--- config.mk ---
export PLATFORM = sky130hd
export DESIGN_NAME = fwd_ctrl_flat
export DESIGN_NICKNAME = d
export VERILOG_FILES = /design/src/rtl/mips_pkg.sv /design/src/rtl/fwd_ctrl_if.sv /design/src/rtl/fwd_sel.sv /design/src/rtl/fwd_ctrl.sv /design/src/flat_wrapper.sv
export SDC_FILE = /design/constraint.sdc
export NUM_CORES = 1
export LEC_CHECK = 0
export BUFFER_PORTS_ARGS = -buffer_cell sky130_fd_sc_hd__buf_4
export CELL_PAD_IN_SITES_DETAIL_PLACEMENT = 0
export CELL_PAD_IN_SITES_GLOBAL_PLACEMENT = 1
export CORE_AREA = 2 2 74 58
export DETAILED_ROUTE_END_ITERATION = 7
export DIE_AREA = 0 0 76 60
export GPL_ROUTABILITY_DRIVEN = 0
export PLACE_DENSITY = 0.76
export SLEW_MARGIN = 20
export SYNTH_ARGS = -nofsm -noshare
export SYNTH_HDL_FRONTEND = slang
export SYNTH_HIERARCHICAL = 1
export SYNTH_SLANG_ARGS = --single-unit
export TNS_END_PERCENT = 50
--- constraint.sdc ---
create_clock -name i_clk -period 1.87 [get_ports i_clk]
set_input_delay 0.0935 -clock i_clk [delete_from_list [all_inputs] [get_ports i_clk]]
set_output_delay 0.0935 -clock i_clk [all_outputs]
set_load 0.01 [all_outputs]
--- src/rtl/mips_pkg.sv ---
// mips_pkg: forwarding-select codes, pipeline slot type and writer-match helper
package mips_pkg;
  localparam int RIDX_W = 5;
  localparam logic [1:0] FWD_RF  = 2'b00;
  localparam logic [1:0] FWD_MEM = 2'b01;
  localparam logic [1:0] FWD_WB  = 2'b10;
  localparam logic [1:0] FWD_RET = 2'b11;
  localparam logic [RIDX_W-1:0] REG_ZERO = '0;
  typedef struct packed {
    logic              valid;
    logic              we;
    logic              load;
    logic [RIDX_W-1:0] dst;
  } slot_t;
  // A slot writes r when it is a live register writer of r; the load flag is irrelevant here
  // and $0 never matches.
  function automatic logic slot_writes(slot_t s, logic [RIDX_W-1:0] r);
    slot_t w;
    w = '{valid: 1'b1, we: 1'b1, load: s.load, dst: r};
    return (s == w) && (r != REG_ZERO);
  endfunction
endpackage

--- src/rtl/fwd_ctrl_if.sv ---
// fwd_ctrl_if: ID-stage request and EX operand-mux select bundle between core and fwd_ctrl
//   master: core side (drives hold/flush/ID fields, receives selects/stall/bubble)
//   slave : fwd_ctrl side
interface fwd_ctrl_if #(
  parameter int REG_W = 5
);
  logic             i_hold;
  logic             i_flush;
  logic             i_id_valid;
  logic [REG_W-1:0] i_id_rs;
  logic [REG_W-1:0] i_id_rt;
  logic [REG_W-1:0] i_id_dst;
  logic             i_id_we;
  logic             i_id_load;
  logic [1:0]       o_fwd_a;
  logic [1:0]       o_fwd_b;
  logic             o_stall;
  logic             o_ex_bubble;
  modport master (
    output i_hold, i_flush, i_id_valid, i_id_rs, i_id_rt, i_id_dst, i_id_we, i_id_load,
    input  o_fwd_a, o_fwd_b, o_stall, o_ex_bubble
  );
  modport slave (
    input  i_hold, i_flush, i_id_valid, i_id_rs, i_id_rt, i_id_dst, i_id_we, i_id_load,
    output o_fwd_a, o_fwd_b, o_stall, o_ex_bubble
  );
endinterface

--- src/rtl/fwd_sel.sv ---
// fwd_sel: newest-first forwarding priority for one source operand
//   i_r            operand register index
//   i_ex/mem/wb    pipeline slots before the edge
//   o_sel          operand Mux4 select for the instruction entering EX
//   o_ld_hit       EX slot is a load writing i_r (load-use hazard term)
module fwd_sel
  import mips_pkg::*;
#(
  parameter int REG_W     = RIDX_W,
  parameter bit RF_BYPASS = 1'b0
) (
  input  logic [REG_W-1:0] i_r,
  input  slot_t            i_ex,
  input  slot_t            i_mem,
  input  slot_t            i_wb,
  output logic [1:0]       o_sel,
  output logic             o_ld_hit
);
  logic w_ex, w_mem, w_wb;
  always_comb begin
    w_ex     = slot_writes(i_ex, i_r);
    w_mem    = slot_writes(i_mem, i_r);
    w_wb     = slot_writes(i_wb, i_r);
    // The current EX writer will sit in EX/MEM once the consumer reaches EX, and so on down.
    o_sel    = w_ex ? FWD_MEM : w_mem ? FWD_WB : (w_wb && !RF_BYPASS) ? FWD_RET : FWD_RF;
    o_ld_hit = w_ex && i_ex.load;
  end
endmodule

--- src/rtl/fwd_ctrl.sv ---
// fwd_ctrl: 5-stage MIPS hazard controller driving the EX operand-mux selects
//   i_clk, i_rst   clock (rising edge), asynchronous active-high reset
//   bus.i_*        hold, flush and ID instruction fields from the core
//   bus.o_fwd_a/b  registered operand-A/B selects for the instruction in EX
//   bus.o_stall    combinational load-use stall for PC and IF/ID
//   bus.o_ex_bubble registered flag: EX holds a bubble
module fwd_ctrl
  import mips_pkg::*;
#(
  parameter int REG_W     = RIDX_W,
  parameter bit RF_BYPASS = 1'b0
) (
  input  logic        i_clk,
  input  logic        i_rst,
  fwd_ctrl_if.slave   bus
);
  slot_t      r_ex, r_mem, r_wb;
  logic [1:0] r_fwd_a, r_fwd_b, w_sel_a, w_sel_b;
  logic       r_bubble, w_ld_a, w_ld_b, w_hz, w_stall, w_enter;
  fwd_sel #(.REG_W(REG_W), .RF_BYPASS(RF_BYPASS)) u_sel_a (
    .i_r(bus.i_id_rs), .i_ex(r_ex), .i_mem(r_mem), .i_wb(r_wb), .o_sel(w_sel_a), .o_ld_hit(w_ld_a)
  );
  fwd_sel #(.REG_W(REG_W), .RF_BYPASS(RF_BYPASS)) u_sel_b (
    .i_r(bus.i_id_rt), .i_ex(r_ex), .i_mem(r_mem), .i_wb(r_wb), .o_sel(w_sel_b), .o_ld_hit(w_ld_b)
  );
  always_comb begin
    w_hz    = bus.i_id_valid && (w_ld_a || w_ld_b);
    // Hold beats flush beats stall.
    w_stall = w_hz && !bus.i_hold && !bus.i_flush;
    w_enter = bus.i_id_valid && !w_stall && !bus.i_flush;
  end
  always_ff @(posedge i_clk or posedge i_rst) begin
    if (i_rst) begin
      r_ex     <= '0;
      r_mem    <= '0;
      r_wb     <= '0;
      r_fwd_a  <= FWD_RF;
      r_fwd_b  <= FWD_RF;
      r_bubble <= 1'b1;
    end else if (!bus.i_hold) begin
      r_wb     <= r_mem;
      r_mem    <= r_ex;
      r_ex     <= w_enter ? slot_t'{valid: 1'b1, we: bus.i_id_we, load: bus.i_id_load, dst: bus.i_id_dst} : '0;
      r_fwd_a  <= w_enter ? w_sel_a : FWD_RF;
      r_fwd_b  <= w_enter ? w_sel_b : FWD_RF;
      r_bubble <= !w_enter;
    end
  end
  assign bus.o_fwd_a     = r_fwd_a;
  assign bus.o_fwd_b     = r_fwd_b;
  assign bus.o_stall     = w_stall;
  assign bus.o_ex_bubble = r_bubble;
endmodule

--- src/flat_wrapper.sv ---
// flat-port wrapper written by rule: the top's interface ports become plain ports
module fwd_ctrl_flat import mips_pkg::*;
#(
  parameter int REG_W     = RIDX_W,
  parameter bit RF_BYPASS = 1'b0
)
  (i_clk, i_rst, bus_i_hold, bus_i_flush, bus_i_id_valid, bus_i_id_rs, bus_i_id_rt, bus_i_id_dst, bus_i_id_we, bus_i_id_load, bus_o_fwd_a, bus_o_fwd_b, bus_o_stall, bus_o_ex_bubble);
  fwd_ctrl_if #(.REG_W(REG_W)) bus_i ();
  input  logic i_clk;
  input  logic i_rst;
  input wire logic [$bits(bus_i.i_hold)-1:0] bus_i_hold;
  input wire logic [$bits(bus_i.i_flush)-1:0] bus_i_flush;
  input wire logic [$bits(bus_i.i_id_valid)-1:0] bus_i_id_valid;
  input wire logic [$bits(bus_i.i_id_rs)-1:0] bus_i_id_rs;
  input wire logic [$bits(bus_i.i_id_rt)-1:0] bus_i_id_rt;
  input wire logic [$bits(bus_i.i_id_dst)-1:0] bus_i_id_dst;
  input wire logic [$bits(bus_i.i_id_we)-1:0] bus_i_id_we;
  input wire logic [$bits(bus_i.i_id_load)-1:0] bus_i_id_load;
  output wire logic [$bits(bus_i.o_fwd_a)-1:0] bus_o_fwd_a;
  output wire logic [$bits(bus_i.o_fwd_b)-1:0] bus_o_fwd_b;
  output wire logic [$bits(bus_i.o_stall)-1:0] bus_o_stall;
  output wire logic [$bits(bus_i.o_ex_bubble)-1:0] bus_o_ex_bubble;
  assign bus_i.i_hold = bus_i_hold;
  assign bus_i.i_flush = bus_i_flush;
  assign bus_i.i_id_valid = bus_i_id_valid;
  assign bus_i.i_id_rs = bus_i_id_rs;
  assign bus_i.i_id_rt = bus_i_id_rt;
  assign bus_i.i_id_dst = bus_i_id_dst;
  assign bus_i.i_id_we = bus_i_id_we;
  assign bus_i.i_id_load = bus_i_id_load;
  assign bus_o_fwd_a = bus_i.o_fwd_a;
  assign bus_o_fwd_b = bus_i.o_fwd_b;
  assign bus_o_stall = bus_i.o_stall;
  assign bus_o_ex_bubble = bus_i.o_ex_bubble;
  fwd_ctrl #(.REG_W(REG_W), .RF_BYPASS(RF_BYPASS)) u_core (.i_clk(i_clk), .i_rst(i_rst), .bus(bus_i));
endmodule
=== Yosys cells after proc, flatten, opt, wreduce, memory -nomap -nowiden ===
Index checks and enable logic that the tools add are counted.

* Flip-flop bits (word level): 27
* Bits in latches: 0
* Bits in writable memories: 0
* Bits in read-only memories: 0
* Input bits: 22
* Output and inout port bits: 6
* Word-level logic and storage cells: 48
* Memories kept: 0

* $add $sub $neg: 0
* Multipliers: 0
* Divide/modulo/power cells: 0
* Order comparisons: 0
* Equal/unequal tests: 6
* Shift-type cells: 0
* Mux-type cells: 9
* Bitwise operators: 0
* Reduce and logical (&&, ||, !) cells: 20

{| class="wikitable"
|+ Operators by type and width
! kind !! number
|-
| equality test 7 bit || 6
|-
| two-way mux 2 bit || 8
|-
| logical AND 1 bit || 13
|-
| nonzero test 5 bit || 2
|-
| two-way mux 8 bit || 1
|-
| zero test 1 bit || 4
|-
| logical OR 1 bit || 1
|}

=== Logic depth before layout (Yosys ltp) ===
Gate-level depths: netlist of the first run.

* Depth after elaboration: 11
* Mapped depth: 7
* Gate-level depth less buffers: 6

=== Hierarchy ===
Netlist of the first run, hierarchy kept.

{| class="wikitable"
|+ By module, submodules not included
! module !! instances !! cells each !! area each (um2) !! sequential area each (um2)
|-
| fwd_ctrl || 1 || 68 || 1106.1 || 726.9
|-
| fwd_sel || 2 || 38 || 267.8 || 0.0
|}

=== Worst setup path after synthesis of the first run ===
OpenSTA, ideal clock, no wires.

* Path type: register to register
* From: reg u_core/r_ex[2] in the netlist's numbering
* To: reg u_core.r_fwd_a[0] (netlist: u_core/bus.o_fwd_a[0])
* Setup time: 0.122 ns
* Arrival time: 1.492 ns
* Data required time: 1.748 ns
* Setup slack: 0.256 ns
* Stages on the path, launching flop included: 8
* Buffers on the path: 1
* Clock period less this slack: 1.614 ns
* Cell sequence: dfrtp_1 > nor2b_1 > a2111oi_2 > nand4_1 > nor2_1 > nor2_1 > buf_2 > a32o_1

* Word-level cells in the longest chain between the ends: 11
* Elaborated cells between the ends (all ways): 15
* Those cells by class: eq/ne (2); mux (2); reduce/logical (11)

{| class="wikitable"
|+ RTL lines
! what !! RTL line !! source
|-
| start, declared || fwd_ctrl.sv:17 || <nowiki>slot_t r_ex, r_mem, r_wb;</nowiki>
|-
| start signal, assigned || fwd_ctrl.sv:43 || <nowiki>r_ex <= w_enter ? slot_t'{valid: 1'b1, we: bus.i_id_we, load: bus.i_id_load, dst: bus.i_id_dst} : '0;</nowiki>
|-
| equality test 7 bit || mips_pkg.sv:20 || <nowiki>return (s == w) && (r != REG_ZERO);</nowiki>
|-
| logical AND 1 bit || mips_pkg.sv:20 ||
|-
| logical AND 1 bit || fwd_sel.sv:26 || <nowiki>o_ld_hit = w_ex && i_ex.load;</nowiki>
|-
| named net u_core.w_ld_b || fwd_ctrl.sv:19 || <nowiki>logic r_bubble, w_ld_a, w_ld_b, w_hz, w_stall, w_enter;</nowiki>
|-
| logical OR 1 bit || fwd_ctrl.sv:27 || <nowiki>w_hz = bus.i_id_valid && (w_ld_a || w_ld_b);</nowiki>
|-
| logical AND 1 bit || fwd_ctrl.sv:27 ||
|-
| logical AND 1 bit (2 in a row) || fwd_ctrl.sv:29 || <nowiki>w_stall = w_hz && !bus.i_hold && !bus.i_flush;</nowiki>
|-
| zero test 1 bit || fwd_ctrl.sv:30 || <nowiki>w_enter = bus.i_id_valid && !w_stall && !bus.i_flush;</nowiki>
|-
| logical AND 1 bit (2 in a row) || fwd_ctrl.sv:30 ||
|-
| two-way mux 2 bit || fwd_ctrl.sv:44 || <nowiki>r_fwd_a <= w_enter ? w_sel_a : FWD_RF;</nowiki>
|-
| end signal, assigned || fwd_ctrl.sv:44 ||
|-
| end, declared || fwd_ctrl.sv:18 || <nowiki>logic [1:0] r_fwd_a, r_fwd_b, w_sel_a, w_sel_b;</nowiki>
|}

The timed path passes the listed nets, and every way through them passes these cells.
A chain may end at the register's enable or synchronous reset.

=== Worst setup path in the final report of the first run ===
* From: reg u_core/r_ex[1] in the netlist's numbering
* To: out bus_o_stall

* Word-level cells in the longest chain between the ends: 7
* Elaborated cells between the ends (all ways): 10
* Those cells by class: eq/ne (2); reduce/logical (8)

{| class="wikitable"
|+ RTL lines
! what !! RTL line !! source
|-
| equality test 7 bit || mips_pkg.sv:20 ||
|-
| logical AND 1 bit || mips_pkg.sv:20 ||
|-
| logical AND 1 bit || fwd_sel.sv:26 ||
|-
| named net u_core.w_ld_a || fwd_ctrl.sv:19 ||
|-
| logical OR 1 bit || fwd_ctrl.sv:27 ||
|-
| logical AND 1 bit || fwd_ctrl.sv:27 ||
|-
| logical AND 1 bit (2 in a row) || fwd_ctrl.sv:29 ||
|-
| end, declared || flat_wrapper.sv:21 || <nowiki>output wire logic [$bits(bus_i.o_stall)-1:0] bus_o_stall;</nowiki>
|}

The timed path passes the listed nets, and every way through them passes these cells.

==> results of run 1 <==
==> where the power goes <==
part | switching [mW] | total [mW] | internal (mW)
logic | 0.110 | 0.228 | 0.118
registers | 0.0508 | 0.675 | 0.624
clock network | 0.185 | 0.336 | 0.151
==> flip-flops by register name, indices dropped and copies added, names as in the netlist <==
register / cells
u_core/r_ex: 8
u_core/r_wb: 7
u_core/r_mem: 7
u_core/bus.o_ex_bubble: 1
u_core/bus.o_fwd_b: 2
u_core/bus.o_fwd_a: 2
==> worst max path at each step <==
stage	to	slack (ns)
2_1_floorplan	u_core/bus.o_fwd_a[0]$_DFFE_PP0N_	0.26
3_3_place_gp	bus_o_stall	0.04
6_report	bus_o_stall	-0.04
5_1_grt	bus_o_stall	-0.15
4_1_cts	bus_o_stall	-0.04
3_5_place_dp	bus_o_stall	0.02
==> routing by layer <==
metal	up-vias	part of all wire	GRT usage
met2	41	0.48	0.293
met3	5	0.053	0.0363
met5	-	0	0
met4	0	0.012	0.0338
met1	629	0.46	0.210
li1	589	-	-
==> through the flow <==
stage,cells,worst slack [ns],instance area [um2]
2_1_floorplan,140,0.256,1570
3_3_place_gp,219,0.0414,1820
3_5_place_dp,219,0.0235,1820
4_1_cts,227,-0.0448,1920
5_1_grt,231,-0.146,1970
6_report,231,-0.0417,1970
==> layout make-up <==
type / count / area, um2 / share of cell area
clock inverter: 1 / 7.51 / 0.00381
tap: 55 / 68.8 / 0.0350
multi-input combinational: 95 / 835 / 0.424
inverter: 13 / 48.8 / 0.0248
timing repair buffer: 37 / 288 / 0.146
sequential: 27 / 679 / 0.345
clock buffer: 3 / 41.3 / 0.0210
==> timing repair <==
action | 4_1_cts | 5_1_grt
setup endpoints to repair | 1 | 13
hold buffers | 1 | 0
gates resized for setup | 6 | 4
setup buffers | 3 | 4
gates cloned | 0 | 0
hold endpoints to repair | 26 | 0
pin swaps | 4 | 2
==> impl_metrics.py, run 1 <==
metrics = {
    "clock_tree": {
        "path_clk_slew_ns": 0.09,
        "insertion_delay_ns": 0.27,
        "numCtsBuffers": 3,
        "cts_tree": "done",
        "ctsLongestPathBuffers": 2,
        "cts.sinks": 27,
        "ctsRootBufferMaster": "clkbuf_8",
        "cts_max_level": 1,
    },
    "global_routing": {
        "grt_max_degree": 29,
        "track_usage": 0.164,
        "grt_pass1_wl_mm": 5.89,
        "grt_overflow": 0,
        "antenna_found_initial": 0,
        "first_global_vias": 1236,
    },
    "cells_and_area": {
        "drive_above_1_share": 0.386,
        "syn_to_final_growth_pct": 25.4,
        "layout_common_cells": "buf_4 (35), dfrtp_1 (24), mux2_2 (14), xor2_1 (14)",
        "fin_util": 0.507,
        "final_common_cell": "buf_4",
        "antenna_cells": 0,
        "fin_nets": 199,
        "fill_cells": 352,
    },
    "die": {
        "num_rows": 20,
        "die_h_um": 60,
        "io_pins": 28,
        "core_mm2": 0.00388,
        "dieArea_mm2": 0.00456,
        "dieWidth_um": 76,
        "initial_utilization": 0.405,
    },
    "power": {
        "vdd_drop_max_mv": 0.377,
        "power_leakage_nw": 0.873,
        "powerDensity_mw_per_mm2": 630,
        "power.total_mw": 1.24,
    },
    "timing": {
        "fin_crit_ns": 1.91,
        "slew-limit-headroom": 0.629,
        "whs_ns": 0.0573,
        "slew_viol_final": 0,
        "post-route-period-util": 1.02,
        "max_freq_ghz": 0.523,
        "finClkSkew_ns": 0.00414,
        "finalWorstSetupSlack_ns": -0.0417,
        "setup_viol": 1,
        "hold_viol": 0,
        "rsz0062_at_grt": "yes",
        "fin_setup_tns_ns": -0.0417,
        "tightest_slew_ns": 0.556,
    },
    "setup_path": {
        "ff2ff_path_depth": 6,
        "worstPathCellList": "a222oi_1, nand4_1, nor2_2, nor2_4, nor2b_1, buf_4",
        "slowest_stage": "dfrtp_2",
        "path_depth": 6,
        "critPathLaunch": "u_core/r_ex[1]$_DFFE_PP0N_",
        "crit_path_start_kind": "flop",
        "cp-end-kind": "output port",
        "cp.buffers_inverters": 1,
        "regToRegStartpoint": "u_core/r_ex[1]$_DFFE_PP0N_",
        "arrival_ns": 1.82,
        "crit_path_max_fanout": 6,
        "cp.required_ns": 1.78,
        "r2r_end": "u_core/bus.o_fwd_b[0]$_DFFE_PP0N_",
        "cpPeakStageDelay_ns": 0.46,
        "r2r_setup_slack_ns": 0.07,
        "crit_family": "simple AND/OR/NAND/NOR gates",
        "path_class": "flop to output port",
    },
    "synthesis": {
        "syn_avg_cell_area_um2": 11.2,
        "syn_inst": 140,
        "syn-cell-area_mm2": 0.00157,
        "syn_nets": 162,
        "ys_warn_count": 6,
    },
    "status": {
        "status": "complete, but fails checks",
        "violations": "negative setup slack",
    },
    "job": {
        "maxCapViolations": 0,
    },
    "route": {
        "drc": 0,
        "detail-route-antenna-nets": 0,
        "routedWlPerCell_um": 15.6,
        "drtIter0Drc": 134,
        "drt-vias-per-instance": 5.47,
        "dr.pass1.iters": 4,
        "vias": 1264,
        "finalWirelength_mm": 3.60,
    },
    "min_path": {
        "hold_path.class": "input port to flop",
        "min_to": "u_core/r_ex[3]$_DFFE_PP0N_",
        "holdPathStages": 2,
        "min_from": "bus_i_id_dst[3]",
    },
    "place": {
        "port_buffers": 27,
        "dp_hpwl_mm": 2.70,
    },
}
(Power assumes the default switching activity.)
==> inputs of run 2 (changes only) <==
- MAX_ROUTING_LAYER: default -> met4
- PLACE_DENSITY: 0.76 -> default
- PLACE_DENSITY_LB_ADDON: default -> 0.1
==> impl_metrics.py, run 2 (synthesized netlist as in run 1, its figures left out) <==
metrics = {
    "status": {
        "status": "complete, but fails checks",
        "violations": "negative setup slack",
    },
    "setup_path": {
        "cpPeakStageDelay_ns": 0.46,
        "path_class": "flop to output port",
        "cp-end-kind": "output port",
        "arrival_ns": 1.80,
        "worstPathCellList": "nor2b_2, a2111oi_2, nand4_1, nor2_2, nor2_4, nor2b_1, buf_4",
        "cp.required_ns": 1.78,
        "crit_path_max_fanout": 5,
        "slowest_stage": "dfrtp_2",
        "crit_path_start_kind": "flop",
    },
    "timing": {
        "slew_viol_final": 0,
        "post-route-period-util": 1.01,
        "fin_setup_tns_ns": -0.0259,
        "finalWorstSetupSlack_ns": -0.0259,
        "tightest_slew_ns": 0.355,
        "slew-limit-headroom": 0.761,
        "rsz0062_at_grt": "yes",
        "finClkSkew_ns": 0.00456,
        "max_freq_ghz": 0.527,
        "setup_viol": 1,
        "hold_viol": 0,
        "fin_crit_ns": 1.90,
    },
    "power": {
        "seqPwrFrac": 0.551,
        "vdd_drop_max_mv": 0.315,
        "clkPwrFrac": 0.267,
        "p_switching_mw": 0.336,
        "combPwrFrac": 0.182,
        "internal_power_mw": 0.894,
        "switching_share": 0.273,
        "powerDensity_mw_per_mm2": 630,
        "power.total_mw": 1.23,
        "power_leakage_nw": 0.866,
    },
    "cells_and_area": {
        "layout_common_cells": "buf_4 (35), dfrtp_1 (23), mux2_2 (14), xor2_1 (14)",
        "drive_above_1_share": 0.389,
        "antenna_cells": 0,
        "final_common_cell": "buf_4",
        "fin_nets": 198,
        "top_register": "u_core/r_ex",
        "largest_reg_flops": 8,
        "top_regs": "u_core/r_ex (8), u_core/r_mem (7), u_core/r_wb (7)",
        "syn_to_final_growth_pct": 24.5,
    },
    "die": {
        "initial_utilization": 0.405,
        "num_rows": 20,
        "die_h_um": 60,
        "dieWidth_um": 76,
        "dieArea_mm2": 0.00456,
        "io_pins": 28,
        "core_mm2": 0.00388,
    },
    "clock_tree": {
        "path_clk_slew_ns": 0.09,
        "cts.sinks": 27,
        "cts_tree": "done",
        "insertion_delay_ns": 0.27,
        "ctsLongestPathBuffers": 2,
        "cts_max_level": 1,
        "ctsRootBufferMaster": "clkbuf_8",
        "numCtsBuffers": 3,
    },
    "route": {
        "drtIter0Drc": 64,
        "detail-route-antenna-nets": 0,
        "finalWirelength_mm": 3.76,
        "dr.pass1.iters": 4,
        "drt-vias-per-instance": 5.36,
        "vias": 1233,
        "drc": 0,
        "routedWlPerCell_um": 16.3,
    },
    "global_routing": {
        "use_met3": 0.0347,
        "first_global_vias": 1239,
        "antenna_found_initial": 0,
        "grt.busiest_layer": "met2",
        "met2_usage": 0.295,
        "grt_max_degree": 29,
        "grt_pass1_wl_mm": 6.22,
        "grt_overflow": 0,
        "gr-usage-met1": 0.245,
        "track_usage": 0.183,
    },
    "min_path": {
        "hold_path.class": "input port to flop",
    },
    "place": {
        "dp_hpwl_mm": 2.72,
        "port_buffers": 27,
    },
    "job": {
        "maxCapViolations": 0,
    },
}
-- run 2: what timing repair did --
action                     in CTS  in global routing
hold endpoints to repair       26                  0
hold buffers                    1                  0
resized for setup              10                  0
setup endpoints to repair      12                 12
setup buffers                   5                  1
pin swaps                       5                  1
-- run 2: final cells by class --
class / instances / area, um2
flip-flops and latches: 27 / 681
well taps: 55 / 68.8
inverters: 13 / 48.8
multi-input cells: 95 / 837
fillers: 370 / 1930
clock buffers: 4 / 45.0
repair buffers: 36 / 273
-- run 2: power by group through the flow --
stage	Sequential (mW)	Clock [mW]	Combinational, mW
3_3_place_gp	0.688	0	0.209
6_report	0.678	0.328	0.224
5_1_grt	0.685	0.374	0.245
4_1_cts	0.678	0.346	0.225
3_5_place_dp	0.690	0	0.211
2_1_floorplan	0.671	0	0.139
-- run 2: worst paths after layout --
check	to	slack (ns)	startpoint	cells after the start
max in group asynchronous	u_core/bus.o_ex_bubble$_DFFE_PP1N_	1.12	i_rst	4
hold reg to reg	u_core/bus.o_fwd_b[1]$_DFFE_PP0N_	0.50	u_core/bus.o_fwd_b[1]$_DFFE_PP0N_	1
min in group asynchronous	u_core/r_wb[0]$_DFFE_PP0N_	0.44	i_rst	4
setup / recovery	bus_o_stall	-0.03	u_core/r_ex[2]$_DFFE_PP0N_	7
setup reg to reg	u_core/r_ex[2]$_DFFE_PP0N_	0.02	u_core/r_ex[2]$_DFFE_PP0N_	7
hold / removal	u_core/r_ex[5]$_DFFE_PP0N_	0.07	bus_i_id_load	2
-- run 2: critical path: cells and delay by family (launching register included) --
| kind | cells | cell delay, ns |
|---|---|---|
| AO/OA/AOI/OAI | 1 | 0.34 |
| AND/OR/NAND/NOR | 5 | 0.60 |
| buffers and inverters | 1 | 0.13 |
| flip-flops | 1 | 0.46 |
-- run 2: through the flow --
step	worst slack [ns]	instances	area [um2]	hold slack, ns	utilization
floorplan	0.256	140	1570	0.145	-
global placement	0.00560	219	1820	0.180	0.469
detailed placement	-0.0367	219	1820	0.188	0.469
CTS	0.00355	229	1950	0.0545	0.502
global route	-0.137	230	1950	0.0520	0.504
finish	-0.0259	230	1950	0.0660	0.504
-- run 2: layer usage --
layer	wire [um]	share of wire	vias to the layer above
li1	-	-	587
met1	1830	0.49	616
met2	1730	0.46	26
met3	168	0.045	4
met4	34	0.0091	0
met5	0	0	-
==> inputs of run 3 (changes only) <==
- CORE_AREA: 2 2 74 58 -> 2 2 73 57
- DIE_AREA: 0 0 76 60 -> 0 0 75 59
- PLACE_DENSITY: default -> 0.87
- PLACE_DENSITY_LB_ADDON: 0.1 -> default
- SYNTH_HIERARCHICAL: 1 -> default
==> impl_metrics.py, run 3 <==
metrics = {
    "status": {
        "status": "finished clean",
    },
    "timing": {
        "setup_viol": 0,
        "slew-limit-headroom": 0.591,
        "finalWorstSetupSlack_ns": 0.0239,
        "finClkSkew_ns": 0.00441,
        "post-route-period-util": 0.987,
        "rsz0062_at_grt": "yes",
        "fin_crit_ns": 1.85,
        "slew_viol_final": 0,
        "fin_setup_tns_ns": 0,
        "hold_viol": 0,
        "tightest_slew_ns": 0.611,
        "max_freq_ghz": 0.542,
    },
    "place": {
        "port_buffers": 27,
        "dp_hpwl_mm": 2.61,
        "dpl-instance-area_mm2": 0.00179,
        "dp_slack_ns": 0.00953,
    },
    "route": {
        "drc": 0,
        "dr.pass1.iters": 4,
        "detail-route-antenna-nets": 0,
        "vias": 1134,
        "finalWirelength_mm": 3.51,
        "drtIter0Drc": 54,
        "routedWlPerCell_um": 15.6,
        "drt-vias-per-instance": 5.04,
    },
    "power": {
        "vdd_drop_max_mv": 0.366,
        "p_switching_mw": 0.329,
        "internal_power_mw": 0.907,
        "seqPwrFrac": 0.545,
        "power_leakage_nw": 0.853,
        "powerDensity_mw_per_mm2": 636,
        "power.total_mw": 1.24,
        "switching_share": 0.266,
        "clkPwrFrac": 0.269,
        "combPwrFrac": 0.186,
    },
    "clock_tree": {
        "path_clk_slew_ns": 0.09,
        "numCtsBuffers": 3,
        "ctsRootBufferMaster": "clkbuf_8",
        "cts_tree": "done",
        "insertion_delay_ns": 0.27,
        "ctsLongestPathBuffers": 2,
        "cts_max_level": 1,
        "cts.sinks": 27,
    },
    "cells_and_area": {
        "top_regs": "u_core.r_ex (8), u_core.r_mem (7), u_core.r_wb (7)",
        "fin_nets": 196,
        "syn_to_final_growth_pct": 26.1,
        "top_register": "u_core.r_ex",
        "stdcell_area_mm2": 0.00194,
        "antenna_cells": 0,
        "drive_above_1_share": 0.399,
        "largest_reg_flops": 8,
        "fin_util": 0.534,
        "fill_cells": 339,
        "final_common_cell": "buf_4",
        "layout_common_cells": "buf_4 (34), xnor2_1 (24), dfrtp_1 (22)",
    },
    "global_routing": {
        "grt_overflow": 0,
        "grt_max_degree": 29,
        "antenna_found_initial": 0,
        "track_usage": 0.185,
        "first_global_vias": 1192,
        "grt_pass1_wl_mm": 5.96,
    },
    "setup_path": {
        "crit_path_max_fanout": 4,
        "worstPathCellList": "xnor2_1, nand4_1, nor3_4, o21a_4, and3_1, buf_4",
        "crit_family": "simple AND/OR/NAND/NOR gates",
        "slowest_stage": "dfrtp_1",
        "regToRegStartpoint": "u_core.r_ex[0]$_DFFE_PP0N_",
        "cp.buffers_inverters": 1,
        "critPathLaunch": "u_core.r_ex[0]$_DFFE_PP0N_",
        "arrival_ns": 1.75,
        "cp.required_ns": 1.78,
        "cpPeakStageDelay_ns": 0.44,
        "crit_path_start_kind": "flop",
        "path_class": "flop to output port",
        "cp-end-kind": "output port",
    },
    "min_path": {
        "min_from": "bus_i_id_dst[4]",
        "hold_path.class": "input port to flop",
    },
    "job": {
        "maxCapViolations": 0,
    },
    "die": {
        "num_rows": 19,
        "die_h_um": 59,
        "dieArea_mm2": 0.00443,
        "dieWidth_um": 75,
        "io_pins": 28,
        "core_mm2": 0.00364,
        "initial_utilization": 0.423,
    },
    "synthesis": {
        "syn_avg_cell_area_um2": 11.1,
        "ys_ff_latch": 27,
        "synth_top_area_share": 0.422,
        "yosysUniqueCellTypes": 30,
        "synthArstFlopShare": 1.00,
        "synth_common_cells": "xnor2_1 (28), dfrtp_1 (26), nand2_1 (14)",
        "synth.most_common_cell": "xnor2_1",
        "syn_inst": 139,
        "syn-cell-area_mm2": 0.00154,
        "synth_area_leaders": "dfrtp_1 (42%), xnor2_1 (16%), o31ai_2 (6.5%)",
        "ys_warn_count": 0,
        "syn_nets": 161,
        "synth_edf_count": 0,
        "yosysSeqAreaShare": 0.439,
        "synth_flop_cell": "dfrtp_1",
        "synth_top_cell_by_area": "dfrtp_1",
    },
}
==> run 3: final timing paths <==
| check | slack (ns) | to | cells after the start |
|---|---|---|---|
| worst min-delay path | 0.08 | u_core.r_ex[4]$_DFFE_PP0N_ | 3 |
| worst min register to register | 0.47 | u_core.bus.o_ex_bubble$_DFFE_PP1N_ | 2 |
| worst max-delay path | 0.02 | bus_o_stall | 6 |
| worst max register to register | 0.16 | u_core.bus.o_ex_bubble$_DFFE_PP1N_ | 6 |
| min in group asynchronous | 0.43 | u_core.r_wb[4]$_DFFE_PP0N_ | 4 |
| max in group asynchronous | 1.14 | u_core.bus.o_ex_bubble$_DFFE_PP1N_ | 4 |
==> run 3: repair_timing <==
action                                 in CTS  in global routing
setup endpoints to repair                   1                  1
resized for setup                           2                  9
buffers inserted                            1                  5
pin swaps                                   1                  7
hold buffers                                1                  0
endpoints found under the hold margin      26                  0
==> run 3: power groups by stage <==
stage | logic, mW | clock network [mW] | registers, mW
floorplan | 0.139 | 0 | 0.669
detailed placement | 0.215 | 0 | 0.682
global route | 0.255 | 0.368 | 0.679
CTS | 0.219 | 0.343 | 0.671
finish | 0.230 | 0.332 | 0.673
global placement | 0.209 | 0 | 0.680
==> run 3: worst min-delay path: cells and delay by family <==
| kind | cells | cell delay (ns) |
|---|---|---|
| buffers and inverters | 2 | 0.15 |
| AO/OA/AOI/OAI | 1 | 0.07 |
==> run 3: kinds of logic after synthesis <==
| family | share of synthesized area |
|---|---|
| flip-flops | 0.439 |
| multiplexers | 0.102 |
| buffers and inverters | 0.0390 |
| XOR/XNOR | 0.171 |
| AND/OR/NAND/NOR | 0.132 |
| AO/OA/AOI/OAI | 0.117 |
==> run 3: layout make-up <==
class                   count  area, um2  area share
multi-input cells          98        851       0.438
inverters                   9       33.8      0.0174
flip-flops and latches     27        682       0.351
well taps                  52       65.1      0.0335
repair buffers             35        265       0.137
clock buffers               4       45.0      0.0232
==> run 3: per-stage QoR <==
stage          hold slack [ns]  std cells
3_3_place_gp             0.177        214
4_1_cts                 0.0824        220
6_report                0.0817        225
5_1_grt                 0.0778        225
2_1_floorplan            0.145        139
3_5_place_dp             0.183        214
==> run 3: metal layers <==
layer	vias to the layer above	share of wire	wire length, um	track usage
met5	-	0	0	-
li1	547	-	-	-
met4	0	0.0077	27	0.0383
met1	550	0.48	1690	0.260
met2	32	0.46	1610	0.276
met3	5	0.052	183	0.0425
